File: config.mk
export PLATFORM = sky130hd
export DESIGN_NAME = fifo_wr_arb
export DESIGN_NICKNAME = d
export VERILOG_FILES = /design/src/rtl/fifo_pkg.sv /design/src/rtl/rr_pick.sv /design/src/rtl/fifo_wr_arb.sv
export SDC_FILE = /design/constraint.sdc
export NUM_CORES = 1
export LEC_CHECK = 0
export CAP_MARGIN = 0
export CELL_PAD_IN_SITES_DETAIL_PLACEMENT = 1
export CELL_PAD_IN_SITES_GLOBAL_PLACEMENT = 1
export CORE_MARGIN = 2
export CORE_UTILIZATION = 26
export DETAILED_ROUTE_END_ITERATION = 10
export PLACE_DENSITY_LB_ADDON = 0.1
export SLEW_MARGIN = 20
export SYNTH_ARGS = -nofsm -noshare
export SYNTH_HDL_FRONTEND = slang
export SYNTH_SLANG_ARGS = --single-unit
File: constraint.sdc
create_clock -name clk -period 1.9 [get_ports clk]
set_clock_uncertainty 0.15 [all_clocks]
set_input_delay 0.57 -clock clk [delete_from_list [all_inputs] [get_ports clk]]
set_output_delay 0.57 -clock clk [all_outputs]
set_load 0.02 [all_outputs]
File: src/rtl/fifo_pkg.sv
// Shared definitions for the fifo write/read-side port arbiters.
// Holds the default data width, the arbiter state encoding and the index-width helper.
package fifo_pkg;

  localparam int FIFO_DW = 16;

  typedef enum logic {
    ST_IDLE  = 1'b0,
    ST_GRANT = 1'b1
  } arb_state_t;

  // Index width for n items, never narrower than one bit.
  function automatic int idx_width(input int n);
    return (n > 1) ? $clog2(n) : 1;
  endfunction

endpackage

File: src/rtl/rr_pick.sv
// Round-robin pick: first set req bit after 'last', wrapping, with 'last' itself checked last.
// Purely combinational, zero latency; vld=0 when no request is set.
module rr_pick
  import fifo_pkg::*;
#(
  parameter int NREQ = 2,
  parameter int IW   = idx_width(NREQ)
) (
  input  logic [NREQ-1:0] req,
  input  logic [IW-1:0]   last,
  output logic [IW-1:0]   idx,
  output logic            vld
);

  always_comb begin
    idx = '0;
    vld = 1'b0;
    for (int k = 1; k <= NREQ; k++) begin
      for (int i = 0; i < NREQ; i++) begin
        if (!vld && req[i] && (i == (int'(last) + k) % NREQ)) begin
          idx = IW'(i);
          vld = 1'b1;
        end
      end
    end
  end

endmodule

File: src/rtl/fifo_wr_arb.sv
// Round-robin arbiter sharing one fifo write port between NREQ producers, up to BURST words per grant.
// Zero latency: ack/winc are combinational; wfull stalls the grant without releasing it, nothing is lost.
module fifo_wr_arb
  import fifo_pkg::*;
#(
  parameter  int DW    = FIFO_DW,
  parameter  int NREQ  = 2,
  parameter  int BURST = 4,
  localparam int IW    = idx_width(NREQ)
) (
  input  logic             clk,
  input  logic             rst_n,
  input  logic [NREQ-1:0]  req,
  input  logic [NREQ*DW-1:0] data,
  output logic [NREQ-1:0]  ack,
  input  logic             wfull,
  output logic             winc,
  output logic [DW-1:0]    wdata,
  output logic [IW-1:0]    owner,
  output logic             busy,
  output logic [15:0]      xfer_cnt
);

  localparam int BW = idx_width(BURST);

  arb_state_t   state;
  logic [IW-1:0] last;
  logic [BW-1:0] beat;

  logic          own_req;
  logic          xfer;
  logic          burst_end;
  logic          rel;
  logic [IW-1:0] pick_last;
  logic [IW-1:0] pick_idx;
  logic          pick_vld;

  always_comb begin
    own_req = 1'b0;
    wdata   = '0;
    ack     = '0;
    for (int i = 0; i < NREQ; i++) begin
      if (owner == IW'(i)) begin
        own_req = req[i];
        if (state == ST_GRANT) wdata = data[i*DW +: DW];
      end
    end
    for (int i = 0; i < NREQ; i++) begin
      ack[i] = xfer && (owner == IW'(i));
    end
  end

  assign xfer      = (state == ST_GRANT) && own_req && !wfull;
  assign winc      = xfer;
  assign busy      = (state == ST_GRANT);
  assign burst_end = (beat == BW'(BURST - 1));
  // A dropped request is a legal abort and releases the grant even under wfull.
  assign rel       = (xfer && burst_end) || !own_req;

  // On release the outgoing owner becomes the new pointer, so it is ranked last.
  assign pick_last = (state == ST_GRANT) ? owner : last;

  rr_pick #(
    .NREQ (NREQ),
    .IW   (IW)
  ) u_pick (
    .req  (req),
    .last (pick_last),
    .idx  (pick_idx),
    .vld  (pick_vld)
  );

  always_ff @(posedge clk) begin
    if (!rst_n) begin
      state    <= ST_IDLE;
      owner    <= '0;
      last     <= IW'(NREQ - 1);
      beat     <= '0;
      xfer_cnt <= '0;
    end else begin
      if (xfer) xfer_cnt <= xfer_cnt + 16'd1;
      case (state)
        ST_IDLE: begin
          if (pick_vld) begin
            state <= ST_GRANT;
            owner <= pick_idx;
            beat  <= '0;
          end
        end
        ST_GRANT: begin
          if (rel) begin
            last <= owner;
            beat <= '0;
            if (pick_vld) owner <= pick_idx;
            else          state <= ST_IDLE;
          end else if (xfer) begin
            beat <= beat + BW'(1);
          end
        end
        default: state <= ST_IDLE;
      endcase
    end
  end

endmodule

Word level (Yosys, flattened, before mapping)
Index checks and enable logic that the tools add are counted.
Widths: inputs -> output; s select.
{"block": "word_totals", "output_inout_bits": 37, "wordCells": 64, "regBits": 21, "in_bits": 37}
{"block": "classes", "n_bitwise": 4, "n_addsub": 4, "n_eq_ne": 6, "reduce_logical": 22, "n_mux": 23}
{"cell": "$logic_not 32->1", "count": 2}
{"cell": "$mux 16", "count": 4}
{"cell": "$add 16x1->16 const B", "count": 1}
{"cell": "$mux 1", "count": 13}
{"cell": "$logic_and 1x1->1", "count": 12}
{"cell": "$mux 2", "count": 3}
{"cell": "$logic_not 1->1", "count": 5}
{"cell": "$eq 2x2->1 const A", "count": 2}
{"cell": "$pmux 1 s2", "count": 2}
{"cell": "$pmux 2 s2", "count": 1}
{"cell": "$reduce_and 2->1", "count": 2}
{"cell": "$ne 3x1->1 const B", "count": 1}
{"cell": "$add 1x1->1 const B", "count": 2}
{"cell": "$add 2x1->2 const B", "count": 1}
{"cell": "$and 1x1->1 const A", "count": 2}
{"cell": "$eq 2x2->1 const B", "count": 1}
{"cell": "$ne 2x1->1 const B", "count": 1}
{"cell": "$ne 2x2->1 const B", "count": 1}
{"cell": "$not 1->1", "count": 2}
{"cell": "$logic_or 1x1->1", "count": 1}

Logic depth before layout (Yosys ltp)
{"block": "depth", "depth_word": 21, "mapped_depth": 5, "depth_no_buf": 5}

Modules after synthesis
A second synthesis with hierarchy kept.
{"block": "hier_totals", "hier_cells": 162, "area_unflattened_um2": 1372.6}
{"mod": "fifo_wr_arb", "area_per_inst_um2": 1358.8, "n_inst": 1, "seq_area_each_um2": 420.4, "cells_each": 160}
{"mod": "rr_pick", "area_per_inst_um2": 13.8, "n_inst": 1, "seq_area_each_um2": 0.0, "cells_each": 2}

Least setup slack after synthesis
No wires, ideal clock.
{"block": "synth_timing", "path_kind": "register -> output", "from": "register owner", "to": "output port wdata[10]", "stages_incl_launch_ff": 5, "arrival_time_ps": 1419, "setup_slack_ps": -239, "path_buffers": 2, "cell_sequence": "dfxtp_1 buf_4 clkbuf_1 mux2i_1 nor2b_1"}
{"block": "synth_via", "elab_chain_len": 3}
{"element": "from (decl)", "line_no": "fifo_wr_arb.sv:19", "rtl": "output logic [IW-1:0] owner,"}
{"element": "from (signal assigned)", "line_no": "fifo_wr_arb.sv:86", "rtl": "owner <= pick_idx;"}
{"element": "from (signal assigned)", "line_no": "fifo_wr_arb.sv:94", "rtl": "if (pick_vld) owner <= pick_idx;"}
{"element": "$mux 16", "line_no": "fifo_wr_arb.sv:43", "rtl": "if (owner == IW'(i)) begin"}
{"element": "$mux 16", "line_no": "fifo_wr_arb.sv:45", "rtl": "if (state == ST_GRANT) wdata = data[i*DW +: DW];"}
{"element": "$mux 16 *", "line_no": "fifo_wr_arb.sv:43"}
{"element": "to (decl)", "line_no": "fifo_wr_arb.sv:18", "rtl": "output logic [DW-1:0] wdata,"}
Every way passes the cells marked *; elsewhere a longest branch is shown, timed or not.

Final worst setup path
{"block": "layout_timing", "from": "register owner", "to": "output port wdata[14]"}
Same word-level chain as after synthesis.

==> results <==
repair_timing:
item | 4_1_cts | 5_1_grt
pin swaps | 1 | 11
setup endpoints to repair | 55 | 25
buffers inserted | 4 | 6
gates resized for setup | 192 | 30
cloned | 3 | 0
power by group through the flow:
stage	registers (mW)	logic (mW)	clock network (mW)
after floorplan	0.469	0.154	0
after global placement	0.465	0.338	0
after detailed placement	0.465	0.345	0
after CTS	0.458	0.387	0.305
after global routing	0.460	0.444	0.327
final	0.458	0.420	0.298
cell type report:
cell class                      instances  area [sq um]  share of cell area [%]
Inverter                                2          7.51                   0.286
Tap cell                               67          83.8                    3.19
Clock buffer                            4          45.0                    1.72
Sequential cell                        21           425                    16.2
Multi-Input combinational cell        124          1030                    39.1
Timing Repair Buffer                  108          1040                    39.5
routing by layer:
layer	GRT usage, %	up-vias	part of all wire [%]
li1	-	763	-
met1	18.5	725	37
met2	32.8	67	53
met3	6.78	4	9.0
met4	3.57	0	0.77
met5	0	-	0
path summary, 6_finish.rpt:
kind,depth (start not counted),endpoint,start,slack [ns]
worst min-delay path,2,beat[1],beat[1],0.33
worst max register to register,7,xfer_cnt[15],owner,-0.11
worst min register to register,2,beat[1],beat[1],0.33
worst max-delay path,5,wdata[14],owner,-0.18
cell usage after synthesis (2+ instances only):
library cell and n:
xor2_1 5, mux2i_1 18, nor2_1 12, nor3_1 3, nand4_1 2, inv_1 2, clkbuf_1 4, nand3_1 9
nand2b_1 2, or3_1 6, xnor2_1 3, ha_1 2, dfxtp_1 21, a21oi_1 10, o21ai_0 8, nand2_1 11
nor2b_1 16, and3_1 3
kinds of logic after synthesis:
logic type	synth area share, %
xor+xnor	5.41
fa+ha+maj	1.93
mux	15.1
flops	32.5
simple gates	31.9
compound gates	9.86
buf+inv	3.38
registers in the layout, summed over array words and instances, names as in the netlist:
name and flops:
owner 1, busy 1, last 1, xfer_cnt 16, beat 2
metrics by stage:
| step | hold slack, ns | setup slack [ns] |
|---|---|---|
| after floorplan | 0.285 | 0.000903 |
| after global placement | 0.299 | -0.941 |
| after detailed placement | 0.319 | -0.961 |
| after CTS | 0.330 | -0.184 |
| after global routing | 0.365 | -0.223 |
| final | 0.331 | -0.178 |
critical path, delay by kind of cell, from the launching register on:
| kind | cells | cell delay, ns |
|---|---|---|
| buf+inv | 3 | 0.38 |
| flops | 1 | 0.41 |
| mux | 1 | 0.23 |
| simple gates | 1 | 0.07 |
==> flow_metrics.py <==
metrics = {
    "timing": {
        "setup_viol": 25,
        "tightest_slew_ns": 0.296,
        "rsz0062_at_grt": "yes",
        "fin_crit_ns": 2.08,
        "finalSetupTns_ns": -2.17,
        "fin_ws_ns": -0.178,
        "hold_viol": 0,
        "timing.slew.headroom_pct": 80.1,
        "post-route-period-util_pct": 109,
        "drv_slew": 0,
        "max_freq_mhz": 481,
    },
    "routing": {
        "drtIter0Drc": 38,
        "num_vias": 1559,
        "wl_per_cell_microns": 15.1,
        "ant_nets": 0,
        "viasPerCell": 4.78,
        "firstDrtPassIters": 4,
        "drc_errors": 0,
        "drt_wl_total_microns": 4920,
    },
    "yosys": {
        "avgSynthCellArea_sq_um": 8.35,
        "synth-async-reset-ratio_pct": 0,
        "syn_nets": 194,
        "synth.ff_latch_count": 21,
        "yosys_warnings": 0,
        "yosysTopAreaCellShare_pct": 32.5,
        "yosysTopAreaCell": "dfxtp_1",
        "synthCells": 155,
        "synthesis.area_sq_um": 1290,
        "yosys-top-cells-area": "dfxtp_1, mux2i_1, nor2b_1",
        "synth_edf_count": 0,
        "synth_flop_cell": "dfxtp_1",
        "ys_types": 36,
        "synth-seq-area-share_pct": 32.5,
    },
    "floorplan": {
        "io_pins": 74,
        "die_area_sq_um": 5560,
        "fp-row-count": 25,
        "core_sq_um": 4750,
        "die_w_microns": 74.6,
        "fp.dieH_microns": 74.6,
        "start_util_pct": 27.2,
    },
    "placement": {
        "portBuffers": 73,
        "dpl-instance-area_sq_um": 2320,
        "place_congestion": 0.763,
        "dp_cells": 311,
        "place_hpwl_microns": 3550,
    },
    "min_path": {
        "hold_class": "flip-flop to flip-flop",
    },
    "run_status": {
        "violations": "negative setup slack",
        "status": "finished with violations",
    },
    "pwr": {
        "power_density_nw_per_um2": 448,
        "intPower_mw": 0.834,
        "p_clk_share_pct": 25.4,
        "p_sw_share_pct": 29.1,
        "power.leakage_nw": 1.15,
        "total_power_mw": 1.18,
        "power_frac_comb_pct": 35.7,
        "ir_drop_mv": 0.179,
        "seq_power_share_pct": 38.9,
        "net-switching-power_mw": 0.342,
    },
    "clocking": {
        "clkSinkCount": 21,
        "htreeDepth": 1,
        "clk_path_buf_depth": 2,
        "clock_latency_ns": 0.26,
        "cts_inserted_buffers": 3,
        "postCtsHoldBufs": 0,
        "clk_pin_slew_ns": 0.08,
        "clockRootBuffer": "clkbuf_8",
        "cts_tree": "built",
    },
    "critical_path": {
        "crit_chain": "buf_12, buf_12, mux2i_2, nor2b_2, buf_6",
        "cpPeakStageDelay_ns": 0.41,
        "crit_fanout": 5,
        "critPathSlowestCell": "dfxtp_4",
        "crit_type": "flip-flop to output port",
        "cp_data_arrival_time_ns": 1.36,
        "start_kind": "flip-flop",
        "cp_common_cell": "buf_12",
        "required_ns": 1.18,
        "crit_path_end_kind": "output port",
    },
    "layout": {
        "drive_above_1_share_pct": 41.7,
        "final_common_cell": "dlygate4sd2_1",
        "fin_util_pct": 55.2,
        "stdcell_count": 326,
        "fillerInstances": 567,
        "final_cell_area_sq_um": 2630,
        "final_cell_mix": "dlygate4sd2_1, buf_4, buf_6",
        "area_growth_syn_to_layout_pct": 103,
        "antennaDiodeCount": 0,
        "final_nets": 299,
    },
    "grt": {
        "grt_usage_pct": 17.5,
        "grt_overflow": 0,
        "grt_pass1_wl_microns": 7510,
        "antenna_found_initial": 0,
        "grt_max_degree": 19,
        "grt_pass1_vias": 1601,
    },
    "job": {
        "maxCapViolations": 0,
    },
}
Note: power is estimated with default switching activity, not from simulation.
